<file path="src/rtl/conv_rx_pkg.sv">
// Shared types and helpers for the RX byte-to-word packer.
// Defines the packer FSM states, the FIFO headroom rule and the eop byte-count encoding.
package conv_rx_pkg;

  typedef enum logic [1:0] {
    IDLE,
    PACK,
    DROP
  } state_e;

  // One FIFO entry is always held back so a truncating eop word can still be written.
  localparam int FIFO_RESERVE = 1;

  // Valid-byte field of an eop word: a completely full word encodes as 0.
  function automatic int calc_mod(input int nbytes, input int data_bytes);
    return nbytes % data_bytes;
  endfunction

endpackage

</file>
<file path="src/rtl/conv_rx_packer_if.sv">
// Word stream leaving the RX packer: show-ahead valid/ready with frame markers.
interface conv_rx_packer_if #(
  parameter int DATA_BYTES = 8
);
  localparam int MOD_W = $clog2(DATA_BYTES);

  logic                    valid;
  logic                    ready;
  logic [DATA_BYTES*8-1:0] data;
  logic                    sop;
  logic                    eop;
  logic [MOD_W-1:0]        mod;
  logic                    err;

  modport master (output valid, data, sop, eop, mod, err, input ready);
  modport slave  (input valid, data, sop, eop, mod, err, output ready);

endinterface

</file>
<file path="src/rtl/conv_sync_fifo.sv">
// Single-clock show-ahead FIFO; the head entry is visible whenever empty_o is low.
// Reports the number of free entries so the writer can reserve headroom.
module conv_sync_fifo #(
  parameter int WIDTH = 8,
  parameter int DEPTH = 16
) (
  input  logic                     clk_i,
  input  logic                     rst_i,
  input  logic                     wr_en_i,
  input  logic [WIDTH-1:0]         wr_data_i,
  input  logic                     rd_en_i,
  output logic [WIDTH-1:0]         rd_data_o,
  output logic                     empty_o,
  output logic [$clog2(DEPTH):0]   free_o
);
  localparam int AW = $clog2(DEPTH);
  localparam logic [AW:0] DEPTH_V = (AW+1)'(DEPTH);

  logic [WIDTH-1:0] mem_q [DEPTH];
  logic [AW:0]      wr_ptr_q;
  logic [AW:0]      rd_ptr_q;
  logic [AW:0]      used;
  logic             do_rd;

  assign used      = wr_ptr_q - rd_ptr_q;
  assign free_o    = DEPTH_V - used;
  assign empty_o   = (wr_ptr_q == rd_ptr_q);
  assign do_rd     = rd_en_i && !empty_o;
  assign rd_data_o = mem_q[rd_ptr_q[AW-1:0]];

  // NOTE: storage has no reset; the pointers alone define which entries are valid,
  // which keeps the array mappable onto plain RAM.
  always_ff @(posedge clk_i) begin
    if (wr_en_i) mem_q[wr_ptr_q[AW-1:0]] <= wr_data_i;
  end

  // NOTE: sequential state uses non-blocking assignments so every register sees pre-edge values.
  always_ff @(posedge clk_i or posedge rst_i) begin
    if (rst_i) begin
      wr_ptr_q <= '0;
      rd_ptr_q <= '0;
    end else begin
      if (wr_en_i) wr_ptr_q <= wr_ptr_q + (AW+1)'(1);
      if (do_rd)   rd_ptr_q <= rd_ptr_q + (AW+1)'(1);
    end
  end

endmodule

</file>
<file path="src/rtl/conv_rx_packer.sv">
// Packs the enabled MAC byte stream into DATA_BYTES-wide words with sop/eop/mod/err,
// buffers them in a local FIFO and keeps saturating frame, runt and overflow counters.
module conv_rx_packer
  import conv_rx_pkg::*;
#(
  parameter int DATA_BYTES = 8,
  parameter int DEPTH      = 16,
  parameter int MIN_BYTES  = 1,
  parameter int CNT_W      = 16
) (
  input  logic              clk_mac_i,
  input  logic              rst_i,
  input  logic              clk_en_i,
  input  logic              in_valid_i,
  input  logic [7:0]        in_data_i,
  input  logic              in_last_i,
  input  logic              in_err_i,
  conv_rx_packer_if.master  out_if,
  output logic [CNT_W-1:0]  frm_cnt_o,
  output logic [CNT_W-1:0]  runt_cnt_o,
  output logic [CNT_W-1:0]  ovf_cnt_o
);
  localparam int MOD_W  = $clog2(DATA_BYTES);
  localparam int WORD_W = DATA_BYTES * 8;
  localparam int FREE_W = $clog2(DEPTH) + 1;

  typedef struct packed {
    logic [WORD_W-1:0] data;
    logic              sop;
    logic              eop;
    logic [MOD_W-1:0]  mod;
    logic              err;
  } word_t;

  state_e            state_q, state_d;
  logic [MOD_W-1:0]  idx_q, idx_d;
  logic [WORD_W-1:0] asm_q, asm_d, word;
  logic              err_q, err_d;
  logic              sop_pend_q, sop_pend_d;
  word_t             stage1_q, stage1_d, stage2_q;
  logic              push1_q, push1_d, push2_q;
  logic              frm_inc, runt_inc, ovf_inc;
  logic [CNT_W-1:0]  frm_q, runt_q, ovf_q;
  logic [FREE_W-1:0] fifo_free;
  logic              fifo_empty, pop;
  word_t             rd_word;
  logic              first, err_now, room_ok;
  logic [MOD_W:0]    nbytes;

  // Words still in the two-stage write pipeline already own a FIFO slot.
  assign room_ok = (int'(fifo_free) - int'(push1_q) - int'(push2_q)) > FIFO_RESERVE;

  // NOTE: every variable written here gets a default first so no path infers a latch.
  always_comb begin
    state_d    = state_q;
    idx_d      = idx_q;
    asm_d      = asm_q;
    err_d      = err_q;
    sop_pend_d = sop_pend_q;
    stage1_d   = stage1_q;
    push1_d    = 1'b0;
    frm_inc    = 1'b0;
    runt_inc   = 1'b0;
    ovf_inc    = 1'b0;
    first      = (state_q == IDLE) || sop_pend_q;
    err_now    = err_q | in_err_i;
    nbytes     = {1'b0, idx_q} + (MOD_W+1)'(1);
    word       = asm_q;
    for (int b = 0; b < DATA_BYTES; b++) begin
      if (idx_q == MOD_W'(b)) word[b*8 +: 8] = in_data_i;
    end

    if (clk_en_i && in_valid_i) begin
      unique case (state_q)
        IDLE, PACK: begin
          if (state_q == IDLE && !room_ok) begin
            ovf_inc = 1'b1;
            state_d = in_last_i ? IDLE : DROP;
          end else if (in_last_i) begin
            // Runts can only be seen before the first push since MIN_BYTES <= DATA_BYTES.
            if (first && int'(nbytes) < MIN_BYTES) begin
              runt_inc = 1'b1;
            end else begin
              push1_d       = 1'b1;
              stage1_d.data = word;
              stage1_d.sop  = first;
              stage1_d.eop  = 1'b1;
              stage1_d.mod  = MOD_W'(calc_mod(int'(nbytes), DATA_BYTES));
              stage1_d.err  = err_now;
              frm_inc       = 1'b1;
            end
            state_d    = IDLE;
            idx_d      = '0;
            asm_d      = '0;
            err_d      = 1'b0;
            sop_pend_d = 1'b0;
          end else if (int'(idx_q) == DATA_BYTES - 1) begin
            push1_d       = 1'b1;
            stage1_d.data = word;
            stage1_d.sop  = first;
            stage1_d.mod  = '0;
            idx_d         = '0;
            asm_d         = '0;
            sop_pend_d    = 1'b0;
            if (room_ok) begin
              stage1_d.eop = 1'b0;
              stage1_d.err = 1'b0;
              err_d        = err_now;
              state_d      = PACK;
            end else begin
              // Close the frame in the reserved slot and discard the rest of it.
              stage1_d.eop = 1'b1;
              stage1_d.err = 1'b1;
              ovf_inc      = 1'b1;
              err_d        = 1'b0;
              state_d      = DROP;
            end
          end else begin
            asm_d      = word;
            idx_d      = idx_q + MOD_W'(1);
            err_d      = err_now;
            sop_pend_d = first;
            state_d    = PACK;
          end
        end
        DROP: begin
          if (in_last_i) state_d = IDLE;
        end
        default: state_d = IDLE;
      endcase
    end
  end

  always_ff @(posedge clk_mac_i or posedge rst_i) begin
    if (rst_i) begin
      state_q    <= IDLE;
      idx_q      <= '0;
      asm_q      <= '0;
      err_q      <= 1'b0;
      sop_pend_q <= 1'b0;
      stage1_q   <= '0;
      push1_q    <= 1'b0;
      stage2_q   <= '0;
      push2_q    <= 1'b0;
    end else begin
      state_q    <= state_d;
      idx_q      <= idx_d;
      asm_q      <= asm_d;
      err_q      <= err_d;
      sop_pend_q <= sop_pend_d;
      stage1_q   <= stage1_d;
      push1_q    <= push1_d;
      stage2_q   <= stage1_q;
      push2_q    <= push1_q;
    end
  end

  always_ff @(posedge clk_mac_i or posedge rst_i) begin
    if (rst_i) begin
      frm_q  <= '0;
      runt_q <= '0;
      ovf_q  <= '0;
    end else begin
      if (frm_inc  && frm_q  != '1) frm_q  <= frm_q  + CNT_W'(1);
      if (runt_inc && runt_q != '1) runt_q <= runt_q + CNT_W'(1);
      if (ovf_inc  && ovf_q  != '1) ovf_q  <= ovf_q  + CNT_W'(1);
    end
  end

  conv_sync_fifo #(
    .WIDTH ($bits(word_t)),
    .DEPTH (DEPTH)
  ) u_fifo (
    .clk_i     (clk_mac_i),
    .rst_i     (rst_i),
    .wr_en_i   (push2_q),
    .wr_data_i (stage2_q),
    .rd_en_i   (pop),
    .rd_data_o (rd_word),
    .empty_o   (fifo_empty),
    .free_o    (fifo_free)
  );

  assign pop          = out_if.valid && out_if.ready;
  assign out_if.valid = !fifo_empty;
  assign out_if.data  = rd_word.data;
  assign out_if.sop   = rd_word.sop;
  assign out_if.eop   = rd_word.eop;
  assign out_if.mod   = rd_word.mod;
  assign out_if.err   = rd_word.err;

  assign frm_cnt_o  = frm_q;
  assign runt_cnt_o = runt_q;
  assign ovf_cnt_o  = ovf_q;

endmodule
</file>
<file path="src/flat_wrapper.sv">
// flat-port wrapper written by rule: the top's interface ports become plain ports
module conv_rx_packer_flat import conv_rx_pkg::*;
#(
  parameter int DATA_BYTES = 8,
  parameter int DEPTH      = 16,
  parameter int MIN_BYTES  = 1,
  parameter int CNT_W      = 16
)
  (clk_mac_i, rst_i, clk_en_i, in_valid_i, in_data_i, in_last_i, in_err_i, frm_cnt_o, runt_cnt_o, ovf_cnt_o, out_if_valid, out_if_data, out_if_sop, out_if_eop, out_if_mod, out_if_err, out_if_ready);
  conv_rx_packer_if #(.DATA_BYTES(DATA_BYTES)) out_if_i ();
  input  logic clk_mac_i;
  input  logic rst_i;
  input  logic clk_en_i;
  input  logic in_valid_i;
  input  logic [7:0] in_data_i;
  input  logic in_last_i;
  input  logic in_err_i;
  output logic [CNT_W-1:0] frm_cnt_o;
  output logic [CNT_W-1:0] runt_cnt_o;
  output logic [CNT_W-1:0] ovf_cnt_o;
  output wire logic [$bits(out_if_i.valid)-1:0] out_if_valid;
  output wire logic [$bits(out_if_i.data)-1:0] out_if_data;
  output wire logic [$bits(out_if_i.sop)-1:0] out_if_sop;
  output wire logic [$bits(out_if_i.eop)-1:0] out_if_eop;
  output wire logic [$bits(out_if_i.mod)-1:0] out_if_mod;
  output wire logic [$bits(out_if_i.err)-1:0] out_if_err;
  input wire logic [$bits(out_if_i.ready)-1:0] out_if_ready;
  assign out_if_valid = out_if_i.valid;
  assign out_if_data = out_if_i.data;
  assign out_if_sop = out_if_i.sop;
  assign out_if_eop = out_if_i.eop;
  assign out_if_mod = out_if_i.mod;
  assign out_if_err = out_if_i.err;
  assign out_if_i.ready = out_if_ready;
  conv_rx_packer #(.DATA_BYTES(DATA_BYTES), .DEPTH(DEPTH), .MIN_BYTES(MIN_BYTES), .CNT_W(CNT_W)) u_core (.clk_mac_i(clk_mac_i), .rst_i(rst_i), .clk_en_i(clk_en_i), .in_valid_i(in_valid_i), .in_data_i(in_data_i), .in_last_i(in_last_i), .in_err_i(in_err_i), .out_if(out_if_i), .frm_cnt_o(frm_cnt_o), .runt_cnt_o(runt_cnt_o), .ovf_cnt_o(ovf_cnt_o));
endmodule
</file>
<file path="config.mk">
export PLATFORM = sky130hd
export DESIGN_NAME = conv_rx_packer_flat
export DESIGN_NICKNAME = d
export VERILOG_FILES = /design/src/rtl/conv_rx_pkg.sv /design/src/rtl/conv_rx_packer_if.sv /design/src/rtl/conv_sync_fifo.sv /design/src/rtl/conv_rx_packer.sv /design/src/flat_wrapper.sv
export SDC_FILE = /design/constraint.sdc
export NUM_CORES = 1
export LEC_CHECK = 0
export CORE_MARGIN = 2
export CORE_UTILIZATION = 25
export DETAILED_ROUTE_END_ITERATION = 8
export HOLD_SLACK_MARGIN = 0.15
export PLACE_DENSITY = 0.39
export SLEW_MARGIN = 30
export SYNTH_ARGS = -nofsm -noshare
export SYNTH_HDL_FRONTEND = slang
export SYNTH_SLANG_ARGS = --single-unit
</file>
<file path="constraint.sdc">
create_clock -name clk_mac_i -period 15.3 [get_ports clk_mac_i]
set_clock_uncertainty 0.2 [all_clocks]
set_input_delay 1.53 -clock clk_mac_i [delete_from_list [all_inputs] [get_ports clk_mac_i]]
set_output_delay 1.53 -clock clk_mac_i [all_outputs]
set_load 0.02 [all_outputs]
</file>
==> implementation parameters <==
Parameter                              Value

GRT
  Number of antenna violations at the first check in global routing ... 12
  Vias in the first global route ... 27582
  Global-route wire length before repair ... 209000 um
  Global-route total usage across every layer ... 0.135
  Maximum number of pins on one net before global-route repair ... 104
  GRT overflow ... 0

Power and ir drop
  Power Dens Cells ... 193 nW/um^2
  Maximum vdd drop ... 0.129 mV
  Static leakage power ... 21.7 nW

Worst setup path
  Worst Setup End Kind ... output port
  CP Launch Type ... flop
  Worst Reg2Reg Path Length in Cells ... 17
  Data arrival time at the worst-slack endpoint ... about 5.8 ns
  Reg2reg start ... u_core.u_fifo.rd_ptr_q[1]$_DFFE_PP0P_
  Capture point of the worst path ... out_if_data[22]
  Register-to-Register Setup Slack ... approximately 8.9 ns
  Endpoint of the lowest-slack register-to-register path ... u_core.stage1_q[8]$_DFFE_PP0P_
  Crit Path Category ... flop to output port
  Critical Path RT ... 13.57 ns
  CP startpoint ... u_core.u_fifo.rd_ptr_q[1]$_DFFE_PP0P_
  Critical path fanouts, max ... 60

STA
  Final setup viols ... 0
  Slew of the pin with the lowest slew margin ... about 0.95 ns
  Final Max Slew Viols ... 0
  Tmin final ... between 7 and 8 ns
  Headroom to the max-slew limit ... 0.368
  Unrepaired setup endpoints after global routing ... no
  Max Clk Rate ... 133 MHz
  Setup Total Neg Slack ... 0 ns
  Final Hold Vio Count ... 0
  Final Cycle Share ... 0.491

Drt
  Total length of routed wires ... about 150000 um
  Routed vias ... ~25000
  WL/cell ... 26.2 um
  Detailed Route Iter0 Violations ... 1869
  DR pass1 iterations ... 4
  Ratio of routed vias to standard cells ... around 4.5
  Number of DRC violations after detailed routing ... 0
  Remaining antenna violation count after routing ... 0

Placement
  GPL Wtd Cong ... about 0.73
  Count of placed standard cells including taps ... 5320
  Total half-perimeter wirelength after legalization and detailed placement ... around 83000 um
  Port bufs ... 133

Clock network
  Post-cts resize count ... 0
  CTS clock-pin slew for the worst setup and hold paths ... roughly 0.060 ns
  Skew-Pair Late Insertion Delay ... 0.80 ns
  Sink count of the clock tree ... roughly 1400
  Post-CTS setup buffer count ... 0
  Clock tree from TritonCTS ... done
  Depth of the CTS H-tree ... 4
  Number of buffers inserted for hold repair after clock tree synthesis ... 0
  Cts bufs inserted ... 157
  Maximum clock insertion buffer count ... 3
  CTS root buffer ... clkbuf_16

Synthesis
  Number of flops mapped to enable cells by yosys ... 1120
  Dominant cells by area after synthesis ... edfxtp_1, mux4_2, dfrtp_1, mux2_2, mux2_1
  Yosys top cell area share ... 0.630
  Synthesized area ... 53300 sq um
  Largest area contributor in the synthesized netlist ... edfxtp_1
  Async set or reset register ratio after synthesis ... 0.195
  Synth warnings ... 0
  Syn_nets ... 2477
  Mapped Cells ... 2426
  Share of the yosys chip area belonging to registers ... 0.758
  Most frequent cells after synthesis ... edfxtp_1, mux4_2, dfrtp_1, clkbuf_1, mux2_2
  Number of unique standard cell types used by synthesis ... 52
  Most instantiated library cell after synthesis ... edfxtp_1
  Top FF cell, synth ... edfxtp_1
  Synth Area per Inst ... 22.0 sq um
  Post-synthesis sequential element count ... 1391

Outcome
  Result of the run ... finished, final reports clean

Cells and area
  Final non-filler cell total ... 5615
  Layout filler cell count ... 20409
  Final #Nets ... around 2700
  Fraction of layout cells with a size suffix above 1 ... 0.264
  Area grow syn2layout ... 19.4%

Floorplanning
  Starting utilization of the core area ... 0.252
  Width of the chip ... 466 um
  Io pins ... ~130
  Total Die Area ... 217000 sq um
  Placeable core region ... 212000 sq um
  Height of the die ... 466 um
  Number of cell rows ... 169

Flow run
  Max-cap check violation count ... 0

Worst hold path
  Beginning of the worst hold path ... u_core.stage1_q[52]$_DFFE_PP0P_
  Type of the most critical hold path ... flop to flop
-- cells by family after synthesis --
logic type | after synthesis | synth area share
adder cells (fa/ha/maj) | 36 | 0.00858
multiplexers | 490 | 0.177
buffers and inverters | 137 | 0.0102
flip-flops | 1391 | 0.758
XOR/XNOR | 61 | 0.0102
AND/OR/NAND/NOR | 221 | 0.0232
AO/OA/AOI/OAI | 90 | 0.0130
-- registers in the layout (all words and copies together), names as in the netlist --
signal                  flops
u_core.err_q                1
u_core.sop_pend_q           1
u_core.u_fifo.mem_q      1120
u_core.stage1_q            70
u_core.stage2_q            70
u_core.u_fifo.wr_ptr_q      5
u_core.frm_cnt_o           16
u_core.u_fifo.rd_ptr_q      5
u_core.asm_q               64
u_core.ovf_cnt_o           16
u_core.runt_cnt_o          16
u_core.state_q              2
u_core.idx_q                3
u_core.push1_q              1
u_core.push2_q              1
-- placed cells by master (no fill, tap or decap), drive strengths merged, types with 4 or more instances in the layout --
cell           netlist  final
clkdlybuf4s50        0    133
o21ai               13     13
mux2               136    136
nand4               17     17
bufinv               0     19
mux4               350    350
xor2                32     32
mux2i                4      4
clkinvlp             0      4
a21oi                8      8
a22o                57     57
and4                 7      7
xnor2               29     29
clkinv               0     51
nand2               45     45
ha                  35     35
edfxtp            1120   1120
nand3               24     24
nor4                15     15
inv                 23     31
dfrtp              271    271
and3                10     10
nor2                22     22
nor3                22     22
and2                34     34
or2                  4      4
or3                  9      9
clkbuf              76    209
buf                 38     55
-- critical path, stage by stage (launching register included) --
cell	delay [ns]
dfrtp_4	0.94
buf_4	0.80
buf_4	0.76
buf_6	0.63
mux4_2	0.43
mux4_2	0.55
clkdlybuf4s50_1	0.59
-- layout make-up --
class                   instances  area [sq um]  share of cell area
diodes                          3          7.51            0.000118
well taps                    2821          3530              0.0554
repair buffers                188          1900              0.0298
flip-flops and latches       1391         40400               0.635
clock buffers                 209          4220              0.0662
clock inverters                82          1070              0.0167
multi-input cells             898         12400               0.195
inverters                      23          93.8             0.00147
-- through the flow --
step                       util  cell area [sq um]  hold WS [ns]  worst slack [ns]  power, mW
after floorplan               -              53300         0.147              6.10       7.14
after global placement    0.274              58200         0.158              8.06       8.53
after detailed placement  0.275              58400         0.161              8.27       8.60
after CTS                 0.300              63600         0.169              7.38       12.5
after global routing      0.300              63700         0.174              7.47       12.9
final                     0.300              63700         0.163              7.78       12.3
-- where the power goes --
group / internal (mW) / switching, mW
registers: 4.61 / 0.439
clock network: 2.28 / 1.58
logic: 1.60 / 1.77
total: 8.49 / 3.79
-- metal layers --
| metal | GRT usage | wire, um |
|---|---|---|
| met1 | 0.185 | 66800 |
| met2 | 0.220 | 70700 |
| met3 | 0.0262 | 6790 |
| met4 | 0.0355 | 2860 |
| met5 | 0 | 0 |
-- worst min-delay path by stage --
stage,to,depth (start not counted)
global route,u_core.stage2_q[63]$_DFF_PP0_,0
finish,u_core.stage2_q[52]$_DFF_PP0_,0
floorplan,u_core.stage2_q[10]$_DFF_PP0_,0
detailed placement,u_core.stage2_q[6]$_DFF_PP0_,0
global placement,u_core.stage2_q[63]$_DFF_PP0_,0
CTS,u_core.stage2_q[6]$_DFF_PP0_,0
No activity file was read; power rests on OpenSTA's default activity.
